===== config.mk =====
export PLATFORM = sky130hd
export DESIGN_NAME = bin2bcd_conv
export DESIGN_NICKNAME = d
export VERILOG_FILES = /design/src/rtl/bin2bcd_conv.sv
export SDC_FILE = /design/constraint.sdc
export NUM_CORES = 1
export LEC_CHECK = 0
export CAP_MARGIN = 20
export CELL_PAD_IN_SITES_DETAIL_PLACEMENT = 0
export CELL_PAD_IN_SITES_GLOBAL_PLACEMENT = 1
export CORE_ASPECT_RATIO = 0.8
export CORE_MARGIN = 4
export CORE_UTILIZATION = 41
export CTS_CLUSTER_SIZE = 10
export DETAILED_ROUTE_END_ITERATION = 10
export HOLD_SLACK_MARGIN = 0.06
export PLACE_DENSITY = 0.84
export SETUP_SLACK_MARGIN = 0.5
export SYNTH_ARGS = -nofsm -noshare
export SYNTH_HDL_FRONTEND = slang
export SYNTH_SLANG_ARGS = --single-unit

===== constraint.sdc =====
create_clock -name clk -period 2.2 [get_ports clk]
set_input_delay 0.33 -clock clk [delete_from_list [all_inputs] [get_ports clk]]
set_output_delay 0.33 -clock clk [all_outputs]
set_load 0.02 [all_outputs]

===== src/rtl/bin2bcd_conv.sv =====
// bin2bcd_conv: 32-bit binary to 8-digit packed BCD, iterative double-dabble.
// One bit per cycle: start captured in IDLE, done pulses 32 edges later.
// Ports: clk, rst (sync, active-high), start, bin[31:0] in;
//        busy, done, bcd[31:0], overflow, sign out.
// Option: define BIN2BCD_CONV_SIGNED_EN to treat bin as two's complement
//         (sign reports the operand's sign; otherwise sign is tied 0).
module bin2bcd_conv (
    input  logic        clk,
    input  logic        rst,
    input  logic        start,
    input  logic [31:0] bin,
    output logic        busy,
    output logic        done,
    output logic [31:0] bcd,
    output logic        overflow,
    output logic        sign
);

    typedef enum logic {IDLE, CONV} state_t;

    localparam logic [31:0] MAX_MAG = 32'd100000000;
    localparam logic [31:0] SAT_BCD = 32'h99999999;

    state_t      state, state_nx;
    logic [31:0] opr, opr_nx;
    logic [31:0] scr, scr_nx;
    logic [4:0]  cnt, cnt_nx;
    logic        ovf_cap, ovf_cap_nx;
    logic        done_nx;
    logic [31:0] bcd_nx;
    logic        ovf_nx;
    logic [31:0] mag;
    logic [31:0] adj;
    logic [63:0] sh;

`ifdef BIN2BCD_CONV_SIGNED_EN
    logic sign_cap, sign_cap_nx;
    logic sign_q, sign_nx;

    // -2^31 negates to itself, i.e. magnitude 2^31, which overflows
    assign mag  = bin[31] ? (~bin + 32'd1) : bin;
    assign sign = sign_q;
`else
    assign mag  = bin;
    assign sign = 1'b0;
`endif

    assign busy = (state == CONV);

    // Add-3 correction keeps every digit <= 9 after the shift
    always_comb begin
        adj = scr;
        for (int i = 0; i < 8; i++) begin
            if (scr[4*i +: 4] >= 4'd5)
                adj[4*i +: 4] = scr[4*i +: 4] + 4'd3;
        end
    end

    assign sh = {adj, opr} << 1;

    always_ff @(posedge clk) begin
        if (rst) begin
            state    <= IDLE;
            opr      <= '0;
            scr      <= '0;
            cnt      <= '0;
            ovf_cap  <= 1'b0;
            done     <= 1'b0;
            bcd      <= '0;
            overflow <= 1'b0;
`ifdef BIN2BCD_CONV_SIGNED_EN
            sign_cap <= 1'b0;
            sign_q   <= 1'b0;
`endif
        end else begin
            state    <= state_nx;
            opr      <= opr_nx;
            scr      <= scr_nx;
            cnt      <= cnt_nx;
            ovf_cap  <= ovf_cap_nx;
            done     <= done_nx;
            bcd      <= bcd_nx;
            overflow <= ovf_nx;
`ifdef BIN2BCD_CONV_SIGNED_EN
            sign_cap <= sign_cap_nx;
            sign_q   <= sign_nx;
`endif
        end
    end

    always_comb begin
        state_nx   = state;
        opr_nx     = opr;
        scr_nx     = scr;
        cnt_nx     = cnt;
        ovf_cap_nx = ovf_cap;
        done_nx    = 1'b0;
        bcd_nx     = bcd;
        ovf_nx     = overflow;
`ifdef BIN2BCD_CONV_SIGNED_EN
        sign_cap_nx = sign_cap;
        sign_nx     = sign_q;
`endif
        unique case (state)
            IDLE: begin
                if (start) begin
                    opr_nx     = mag;
                    scr_nx     = '0;
                    cnt_nx     = '0;
                    ovf_cap_nx = (mag >= MAX_MAG);
`ifdef BIN2BCD_CONV_SIGNED_EN
                    sign_cap_nx = bin[31];
`endif
                    state_nx   = CONV;
                end
            end
            CONV: begin
                scr_nx = sh[63:32];
                opr_nx = sh[31:0];
                cnt_nx = cnt + 5'd1;
                // Outputs only change here, so scratch never leaks out
                if (cnt == 5'd31) begin
                    state_nx = IDLE;
                    done_nx  = 1'b1;
                    bcd_nx   = ovf_cap ? SAT_BCD : sh[63:32];
                    ovf_nx   = ovf_cap;
`ifdef BIN2BCD_CONV_SIGNED_EN
                    sign_nx  = sign_cap;
`endif
                end
            end
            default: state_nx = IDLE;
        endcase
    end

endmodule

* After elaboration in Yosys (flattened, before gate mapping)
Cells that the tools add are included. Widths: inputs -> output; s select.
Storage, ports and cells: register bits after elaboration 105, input bits 35, output and inout port bits 36
Operators by class: add/subtract/negate cells 9, order comparisons 9, equal/unequal tests 2, mux-type cells 19, bitwise gates (word level) 1, reduce and logical (&&, ||, !) cells 3
Operators with widths (number):
- $pmux 32 s2 | 2
- $mux 32 | 3
- $ge 32x27->1 const B | 1
- $ge 4x3->1 const B | 8
- $add 4x2->4 const B | 7
- $mux 4 | 7
- $pmux 5 s2 | 1
- $add 5x1->5 const B | 1
- $eq 5x5->1 const B | 1
- $mux 5 | 1
- $reduce_and 2->1 | 2
- $add 3x2->3 const B | 1
- $mux 1 | 3
- $mux 3 | 1
- $ne 2x2->1 const B | 1
- $pmux 1 s2 | 1
- $reduce_or 2->1 | 1
- $not 1->1 | 1

* Logic depth before layout (Yosys ltp)
Gate-level depths: netlist of the first run.
depth after elaboration 3, depth in mapped cells 8

* Worst setup path after synthesis of the first run
OpenSTA, ideal clock, no wires.
path type register to register, start register cnt[0], end register bcd[13], library setup time 59 ps, data arrival time 1690 ps, required time 2141 ps, path slack 452 ps, cell stages (with the launch flop) 9, path buffers 2, period minus slack after synthesis 1748 ps, path through dfxtp_1 ha_1 and3_1 ha_1 and2_1 buf_2 nor2_2 buf_4 a22o_1
Between the ends: longest elaborated chain between the ends 2
Ends and longest elaborated chain:
- from (decl) | line 27 | logic [4:0] cnt, cnt_nx;
- from (signal assigned) | line 79 | cnt <= cnt_nx;
- $eq 5x5->1 | line 122 | if (cnt == 5'd31) begin
- $reduce_and 2->1 (no line)
- to (signal assigned) | line 82 | bcd <= bcd_nx;
- to (decl) | line 14 | output logic [31:0] bcd,
No other way between the ends. A chain may end at the register's enable or synchronous reset.

* Worst setup path in the final report of the first run
start register bcd[26], end output bcd[26]
No word-level cell between the ends.

==> flow_metrics.env, run 1 <==
export IMPL_outcome="complete, no violations"
export IMPL_clk_pin_slew_ns=0.07
export IMPL_cp_max_fo=2
export IMPL_overflow=0
export IMPL_setup_viol=0
export IMPL_std_cell_rows=34
export IMPL_grt_max_degree=67
export IMPL_grt_pass1_wl_mm=18.22
export IMPL_fp_dieArea_um2=13440
export IMPL_fillerInstances=1015
export IMPL_rsz0062_at_grt="yes"
export IMPL_ios=71
export IMPL_synth_seq_area_share_pct=44.06
export IMPL_ant_nets=0
export IMPL_synth_distinct_cells=37
export IMPL_core_area_um2=11100
export IMPL_vias=3915
export IMPL_cts_tree="done"
export IMPL_setup_tns_ns=0
export IMPL_fmax_mhz=603.3
export IMPL_intPower_mw=2.993
export IMPL_postCtsHoldBufs=0
export IMPL_p_sw_uw=860.8
export IMPL_pwr_share_seq_pct=51.3
export IMPL_yosys_warnings=0
export IMPL_syn_to_final_growth_pct=25.94
export IMPL_max_slew_margin_rel_pct=57.99
export IMPL_crit_chain="clkdlybuf4s50_1"
export IMPL_p_leak_nw=2.413
export IMPL_dp_hpwl_mm=7.659
export IMPL_final_common_cell="dfxtp_1"
export IMPL_wl_mm=10.88
export IMPL_reg2reg_depth=8
export IMPL_power_share_clock_pct=40.7
export IMPL_cp_num_buf_inv=1
export IMPL_drc=0
export IMPL_period_share_pct=75.35
export IMPL_worstSkewPairLatency_ns=0.33
export IMPL_h_tree_depth=3
export IMPL_cts_sinks=105
export IMPL_worstPathArrival_ns=1.33
export IMPL_regArea_um2=2111
export IMPL_first_global_vias=3675
export IMPL_worstPathRequired_ns=1.87
export IMPL_syn_nets=596
export IMPL_chipHeight_um=104.5
export IMPL_slowest_stage="clkdlybuf4s50_1"
export IMPL_cp_end_kind="output pin"
export IMPL_hp_class="in -> reg"
export IMPL_cp_slowest_stage_delay_ns=0.63
export IMPL_crit_cells=1
export IMPL_root_buffer="clkbuf_16"
export IMPL_pre_cts_ws_ns=-0.04634
export IMPL_worst_slew_pin_slew_ns=0.6278
export IMPL_final_cell_mix="dfxtp_1 (102), nor2_1 (95), clkdlybuf4s50_1 (63)"
export IMPL_drive_gt1_share_pct=8.689
export IMPL_cts_buffer_depth=2
export IMPL_slew_viol_final=0
export IMPL_setup_slack_ns=0.5423
export IMPL_syn_area_um2=4771
export IMPL_synthCells=543
export IMPL_antenna_found_initial=0
export IMPL_multi_input_area_um2=2526
export IMPL_nNetsFinal=658
export IMPL_firstDrtPassIters=4
export IMPL_portBuffers=69
export IMPL_via_per_inst=5.192
export IMPL_p_sw_share_pct=22.34
export IMPL_die_width_um=128.6
export IMPL_path_class="reg -> out"
export IMPL_cap_violations=0
export IMPL_grt_use_total_pct=16.62
export IMPL_drt_iter0_markers=203
export IMPL_ys_ff_latch=105
export IMPL_fin_crit_ns=1.658
export IMPL_timing_hold_violations_final=0
export IMPL_power_density_nw_per_um2=641.4
export IMPL_crit_family="buffers and inverters"
export IMPL_start_util_pct=42.97
export IMPL_pwr_share_comb_pct=8.1
export IMPL_finalWeightedCongestion=0.8226
export IMPL_syn_area_per_cell_um2=8.786
export IMPL_vdd_drop_max_mv=0.4575
export IMPL_min_path_cells=2
export IMPL_routedWlPerCell_um=14.43
export IMPL_skew_ns=0.004697
export IMPL_cp_start_kind="flop"
export IMPL_cts_buffers=9
export IMPL_n_antenna_cell=0
-- through the flow --
stage / util [%] / hold WS (ns) / std cells / power, mW / area, µm²
after detailed placement: 50.18 / 0.4599 / 734 / 2.324 / 5572
final: 54.11 / 0.4316 / 754 / 3.854 / 6008
after global placement: 50.18 / 0.4574 / 734 / 2.317 / 5572
after CTS: 53.48 / 0.4213 / 754 / 3.906 / 5938
after floorplan: - / 0.4491 / 543 / 2.203 / 4776
after global routing: 54.11 / 0.4412 / 754 / 4.024 / 6008
-- cell type report --
type / count / share of cell area [%]
Clock buffer: 13 / 4.165
Clock inverter: 3 / 0.6664
Multi-Input combinational cell: 387 / 42.04
Sequential cell: 105 / 35.13
Tap cell: 144 / 2.999
Inverter: 17 / 1.062
Timing Repair Buffer: 85 / 13.93
-- synth_stat cells (all sizes together) --
cell / count / area, µm²
or4: 1 / 7.510
inv: 17 / 63.81
nor3b: 18 / 135.1
or3: 7 / 43.79
a31oi: 2 / 12.51
nand4b: 1 / 8.760
nor2: 96 / 362.8
or4b: 1 / 13.76
nand2b: 17 / 106.4
nand2: 12 / 45.04
a211o: 1 / 8.760
nand4: 1 / 6.260
dfxtp: 105 / 2102
xnor2: 8 / 70.07
o21ai: 25 / 125.1
a41oi: 1 / 8.760
a22o: 32 / 280.3
buf: 21 / 110.1
o22ai: 8 / 50.05
nor3: 22 / 120.1
conb: 1 / 3.750
ha: 18 / 225.2
a21oi: 62 / 310.3
and2: 8 / 50.05
mux2i: 41 / 410.4
nor4: 2 / 27.53
nand3b: 1 / 7.510
and3: 1 / 6.260
clkbuf: 13 / 48.80
-- power by group through the flow --
stage                     clock network, mW  registers (mW)  logic, mW
final                                  1.57            1.98      0.311
after global routing                   1.70            1.98      0.348
after CTS                              1.62            1.97      0.313
after detailed placement                  0            2.02      0.307
after global placement                    0            2.02      0.302
after floorplan                           0            2.00      0.199
-- path summary, 6_finish.rpt --
path	startpoint	to	slack [ns]
min reg2reg	overflow$_SDFFE_PP0P_	overflow$_SDFFE_PP0P_	0.46
max	bcd[26]$_SDFFE_PP0P_	bcd[26]	0.54
max reg2reg	cnt[1]$_SDFFE_PP0P_	bcd[4]$_SDFFE_PP0P_	0.59
min	rst	bcd[27]$_SDFFE_PP0P_	0.43
-- repair_timing --
item                                    CTS  global route
gates cloned                              1             0
setup buffers                             3             0
endpoints found under the setup margin   35            33
pin swaps                                 2             1
resized for setup                         8            17
-- worst register-to-register path, delay by kind of cell (launching register included) --
kind / cells / cell delay [ns]
fa+ha+maj: 2 / 0.32
simple gates: 5 / 0.65
buf+inv: 1 / 0.14
flops: 1 / 0.37
-- flip-flops by register name (all words and copies together), names as in the netlist --
name and count:
done 1, overflow 1, bcd 32, ovf_cap 1, scr 32, opr 32, busy 1, cnt 5
-- logic make-up after synthesis --
kind of cell / share of synthesized area, %
flops: 44.06
other cells: 0.07860
fa+ha+maj: 4.721
compound gates: 16.68
xor+xnor: 1.469
simple gates: 19.72
mux: 8.602
buf+inv: 4.668
-- layer usage --
layer | GRT usage [%] | routed length [µm] | vias up
met5 | 0 | 0 | -
met1 | 23.03 | 5258 | 1816
met4 | 4.198 | 125 | 0
met2 | 25.54 | 5027 | 79
li1 | - | - | 2009
met3 | 4.620 | 468 | 11
(Power assumes the default switching activity.)
==> inputs of run 2 (changes only) <==
--- a/config.mk
+++ b/config.mk
@@ -10,11 +10,11 @@
 export CELL_PAD_IN_SITES_GLOBAL_PLACEMENT = 1
 export CORE_ASPECT_RATIO = 0.8
 export CORE_MARGIN = 4
-export CORE_UTILIZATION = 41
+export CORE_UTILIZATION = 37
 export CTS_CLUSTER_SIZE = 10
 export DETAILED_ROUTE_END_ITERATION = 10
 export HOLD_SLACK_MARGIN = 0.06
-export PLACE_DENSITY = 0.84
+export PLACE_DENSITY = 0.8
 export SETUP_SLACK_MARGIN = 0.5
 export SYNTH_ARGS = -nofsm -noshare
 export SYNTH_HDL_FRONTEND = slang
==> constraint.sdc (replaced) <==
create_clock -name clk -period 1.5 [get_ports clk]
set_input_delay 0.225 -clock clk [delete_from_list [all_inputs] [get_ports clk]]
set_output_delay 0.225 -clock clk [all_outputs]
set_load 0.02 [all_outputs]
==> flow_metrics.env, run 2 (synthesized netlist as in run 1, its figures left out) <==
export IMPL_met2_usage_pct=32.48
export IMPL_grt_use_met3_pct=3.751
export IMPL_fin_crit_ns=1.544
export IMPL_crit_chain="ha_4 -> and3_4 -> ha_4 -> and2_4 -> nor2_4 -> buf_12 -> a22o_1"
export IMPL_final_common_cell="nor2_1"
export IMPL_root_buffer="clkbuf_16"
export IMPL_crit_top_cell="ha_4"
export IMPL_h_tree_depth=3
export IMPL_drc=0
export IMPL_n_antenna_cell=0
export IMPL_path_class="reg -> reg"
export IMPL_postCtsHoldBufs=0
export IMPL_core_area_um2=12390
export IMPL_fmax_mhz=647.9
export IMPL_final_util_pct=66.12
export IMPL_outcome="finished, violations left"
export IMPL_finalWeightedCongestion=0.8316
export IMPL_rsz0062_at_grt="yes"
export IMPL_worstPathRequired_ns=1.73
export IMPL_ios=71
export IMPL_overflow=0
export IMPL_portBuffers=69
export IMPL_nNetsFinal=730
export IMPL_p_leak_nw=3.127
export IMPL_firstDrtPassIters=4
export IMPL_grt_busiest_layer="met2"
export IMPL_power_mw=6.279
export IMPL_cp_end_kind="flop"
export IMPL_syn_to_final_growth_pct=71.68
export IMPL_wl_mm=14.37
export IMPL_drive_gt1_share_pct=55.87
export IMPL_timing_hold_violations_final=0
export IMPL_fin_cells=853
export IMPL_cts_buffers=9
export IMPL_power_density_nw_per_um2=766.6
export IMPL_period_share_pct=102.9
export IMPL_worstPathArrival_ns=1.78
export IMPL_dp_hpwl_mm=7.857
export IMPL_grt_pass1_wl_mm=22.39
export IMPL_worstSkewPairLatency_ns=0.34
export IMPL_grt_use_total_pct=18.80
export IMPL_first_global_vias=4492
export IMPL_use_met1_pct=24.38
export IMPL_dp_cells=776
export IMPL_cts_tree="done"
export IMPL_setup_slack_ns=-0.04354
export IMPL_clk_pin_slew_ns=0.07
export IMPL_fp_dieArea_um2=14790
export IMPL_antenna_found_initial=0
export IMPL_start_util_pct=38.52
export IMPL_vdd_drop_max_mv=0.5486
export IMPL_vias=4463
export IMPL_slowest_stage="dfxtp_2"
export IMPL_routedWlPerCell_um=16.85
export IMPL_cts_buffer_depth=2
export IMPL_die_width_um=135.0
export IMPL_cp_max_fo=8
export IMPL_via_per_inst=5.232
export IMPL_setup_tns_ns=-0.4048
export IMPL_reg_largest_list="bcd (32), opr (32), scr (32)"
export IMPL_skew_ns=0.008958
export IMPL_chipHeight_um=109.6
export IMPL_violations="negative setup slack"
export IMPL_cts_sinks=105
export IMPL_cp_start_kind="flop"
export IMPL_drt_iter0_markers=182
export IMPL_fillerInstances=932
export IMPL_ant_nets=0
export IMPL_hp_class="in -> reg"
export IMPL_std_cell_rows=36
export IMPL_cp_slowest_stage_delay_ns=0.35
export IMPL_cap_violations=0
export IMPL_setup_viol=21
export IMPL_final_cell_mix="nor2_1 (61), buf_6 (59), dfxtp_1 (52)"
export IMPL_grt_max_degree=55
export IMPL_slew_viol_final=0
==> run 2: power by group <==
| part | leakage (nW) | switching [mW] | internal [mW] |
|---|---|---|---|
| clock network | 0.153 | 1.04 | 1.39 |
| registers | 0.879 | 0.0546 | 2.84 |
| logic | 2.09 | 0.461 | 0.493 |
==> run 2: critical path: cells and delay by family, from the launching register on <==
family / cells / cell delay, ns
flops: 1 / 0.35
simple gates: 3 / 0.48
compound gates: 1 / 0.19
buf+inv: 1 / 0.15
fa+ha+maj: 2 / 0.26
==> run 2: routing by layer <==
metal  wire length (µm)  share of wire, %
met1               6479                45
met2               7100                49
met3                646               4.5
met4                148               1.0
met5                  0                 0
==> run 2: final cells by class <==
class	count	area, µm²	share of cell area, %
clock inverter	4	48.80	0.5958
tap	171	214.0	2.612
multi-input combinational	388	3626	44.27
inverter	17	91.34	1.115
clock buffer	12	256.5	3.132
sequential	105	2176	26.57
timing repair buffer	156	1778	21.71
==> run 2: timing repair <==
action | in CTS | in global routing
pin swaps | 56 | 58
endpoints found under the hold margin | 0 | 0
cloned | 6 | 2
setup buffers | 40 | 13
setup endpoints to repair | 140 | 140
resized for setup | 436 | 73
==> run 2: worst paths after layout <==
check | startpoint | end | slack, ns | cells after the start
worst max register to register | cnt[0]$_SDFFE_PP0P_ | bcd[2]$_SDFFE_PP0P_ | -0.04 | 7
worst min-delay path | rst | cnt[0]$_SDFFE_PP0P_ | 0.38 | 3
worst min register to register | bcd[18]$_SDFFE_PP0P_ | bcd[18]$_SDFFE_PP0P_ | 0.48 | 1
worst max-delay path | cnt[0]$_SDFFE_PP0P_ | bcd[2]$_SDFFE_PP0P_ | -0.04 | 7
==> run 2: per-stage QoR <==
stage | cell area (µm²) | hold slack, ns | worst slack [ns]
global route | 8190 | 0.3874 | -0.09909
floorplan | 5125 | 0.4131 | -0.03884
finish | 8190 | 0.3837 | -0.04354
CTS | 7710 | 0.3673 | -0.01814
global placement | 6013 | 0.4621 | -0.2762
detailed placement | 6013 | 0.4607 | -0.3397
==> inputs of run 3 (changes only) <==
--- a/config.mk
+++ b/config.mk
@@ -19,3 +19,4 @@
 export SYNTH_ARGS = -nofsm -noshare
 export SYNTH_HDL_FRONTEND = slang
 export SYNTH_SLANG_ARGS = --single-unit
+export TNS_END_PERCENT = 50
==> flow_metrics.env, run 3 (synthesized netlist as in run 1, its figures left out) <==
export IMPL_min_path_cells=2
export IMPL_start_util_pct=38.52
export IMPL_timing_rr_start="cnt[1]$_SDFFE_PP0P_"
export IMPL_routedWlPerCell_um=17.61
export IMPL_outcome="finished, violations left"
export IMPL_cp_num_buf_inv=0
export IMPL_fmax_mhz=648.5
export IMPL_crit_family="simple AND/OR/NAND/NOR gates"
export IMPL_grt_use_total_pct=17.77
export IMPL_grt_max_degree=36
export IMPL_cp_slowest_stage_delay_ns=0.34
export IMPL_final_cell_area_um2=8006
export IMPL_die_width_um=135.0
export IMPL_pre_cts_ws_ns=-0.2557
export IMPL_cts_buffers=9
export IMPL_drive_gt1_share_pct=56.23
export IMPL_antenna_found_initial=0
export IMPL_r2r_end="bcd[28]$_SDFFE_PP0P_"
export IMPL_path_class="reg -> reg"
export IMPL_h_tree_depth=3
export IMPL_reg2reg_depth=7
export IMPL_grt_pass1_wl_mm=21.26
export IMPL_portBuffers=69
export IMPL_crit_start="cnt[1]$_SDFFE_PP0P_"
export IMPL_cp_start_kind="flop"
export IMPL_crit_top_cell="ha_4"
export IMPL_violations="negative setup slack"
export IMPL_dp_cells=780
export IMPL_wl_met2_mm=7.419
export IMPL_reg_largest_list="bcd (32), opr (32), scr (32)"
export IMPL_power_mw=5.995
export IMPL_core_area_um2=12390
export IMPL_maxUsedRoutingLayer="met4"
export IMPL_via_per_inst=5.324
export IMPL_wl_mm=14.88
export IMPL_fin_crit_ns=1.542
export IMPL_slew_viol_final=0
export IMPL_fin_cells=845
export IMPL_rsz0062_at_grt="yes"
export IMPL_wl_met3_um=605
export IMPL_hold_slack_ns=0.2212
export IMPL_cap_violations=0
export IMPL_slowest_stage="dfxtp_2"
export IMPL_n_antenna_cell=0
export IMPL_setup_slack_ns=-0.04203
export IMPL_drc=0
export IMPL_multi_input_area_um2=3672
export IMPL_drt_met1_wl_mm=6.636
export IMPL_skew_ns=0.01051
export IMPL_worstSkewPairLatency_ns=0.36
export IMPL_dp_hpwl_mm=7.987
export IMPL_rrSetupSlack_ns=-0.04
export IMPL_power_density_nw_per_um2=748.8
export IMPL_firstDrtPassIters=6
export IMPL_final_cell_mix="nor2_1 (61), buf_4 (53), dfxtp_1 (52)"
export IMPL_period_share_pct=102.8
export IMPL_min_delay_start="rst"
export IMPL_finalWeightedCongestion=0.8432
export IMPL_fillerInstances=908
export IMPL_timing_hold_violations_final=0
export IMPL_setup_viol=20
export IMPL_nNetsFinal=722
export IMPL_cts_buffer_depth=2
export IMPL_cts_tree="done"
export IMPL_worstPathArrival_ns=1.81
export IMPL_p_leak_nw=3.037
export IMPL_regArea_um2=2186
export IMPL_first_global_vias=4308
export IMPL_ant_nets=0
export IMPL_chipHeight_um=109.6
export IMPL_fp_dieArea_um2=14790
export IMPL_vdd_drop_max_mv=0.5445
export IMPL_syn_to_final_growth_pct=67.82
export IMPL_clk_pin_slew_ns=0.07
export IMPL_placed_area_um2=5839
export IMPL_hp_class="in -> reg"
export IMPL_drt_iter0_markers=209
export IMPL_final_common_cell="nor2_1"
export IMPL_worstPathRequired_ns=1.77
export IMPL_vias=4499
export IMPL_std_cell_rows=36
export IMPL_overflow=0
export IMPL_crit_chain="ha_4 -> and3_4 -> ha_4 -> and2_4 -> nand2b_4 -> nor3_2 -> nor3_1"
export IMPL_min_delay_worst_endpoint="bcd[31]$_SDFFE_PP0P_"
export IMPL_ios=71
export IMPL_cp_end_kind="flop"
export IMPL_cp_max_fo=8
export IMPL_cts_sinks=105
export IMPL_root_buffer="clkbuf_16"
[run 3: worst max path at each step]
| stage | slack (ns) | end | cells after the start |
|---|---|---|---|
| after CTS | 0.006 | bcd[18]$_SDFFE_PP0P_ | 7 |
| after detailed placement | -0.26 | bcd[26]$_SDFFE_PP0P_ | 6 |
| final | -0.04 | bcd[28]$_SDFFE_PP0P_ | 7 |
| after floorplan | -0.04 | bcd[13]$_SDFFE_PP0P_ | 8 |
| after global routing | -0.12 | bcd[8]$_SDFFE_PP0P_ | 7 |
| after global placement | -0.18 | bcd[10]$_SDFFE_PP0P_ | 6 |
[run 3: stage by stage]
stage                     TNS, ns  utilization [%]
after floorplan           -0.3915                -
after global placement     -3.049            47.14
after detailed placement   -4.060            47.14
after CTS                       0            54.83
after global routing       -1.514            64.64
final                     -0.3821            64.64
[run 3: cell type report]
type | count | share of cell area (%)
clock buffer | 12 | 3.079
tap | 171 | 2.672
timing repair buffer | 148 | 19.46
sequential | 105 | 27.30
multi-input combinational | 388 | 45.87
clock inverter | 4 | 0.3594
inverter | 17 | 1.266
[run 3: per-layer routing]
| metal | vias up | GRT usage, % |
|---|---|---|
| met3 | 26 | 3.751 |
| met1 | 2224 | 23.51 |
| met4 | 0 | 4.964 |
| li1 | 2161 | - |
| met5 | - | 0 |
| met2 | 88 | 29.66 |
[run 3: worst reg2reg max path, stage by stage (launching register included)]
cell and delay [ns]:
dfxtp_2 0.34, ha_4 0.16, and3_4 0.18, ha_4 0.15, and2_4 0.18, nand2b_4 0.20
nor3_2 0.07, nor3_1 0.19
[run 3: report_power, final]
group	leakage (nW)	internal (mW)	switching, mW	total [mW]
registers	0.880	2.84	0.0561	2.89
logic	2.03	0.412	0.425	0.838
clock network	0.129	1.17	1.09	2.27
total	3.04	4.42	1.57	6.00
[run 3: what timing repair did]
item                                   CTS  global route
pin swaps                               25            95
gates cloned                             2             4
setup buffers                           20            23
gates resized for setup                333           244
endpoints found under the hold margin    0             0
setup endpoints to repair              139           140
hold buffers                             0             0
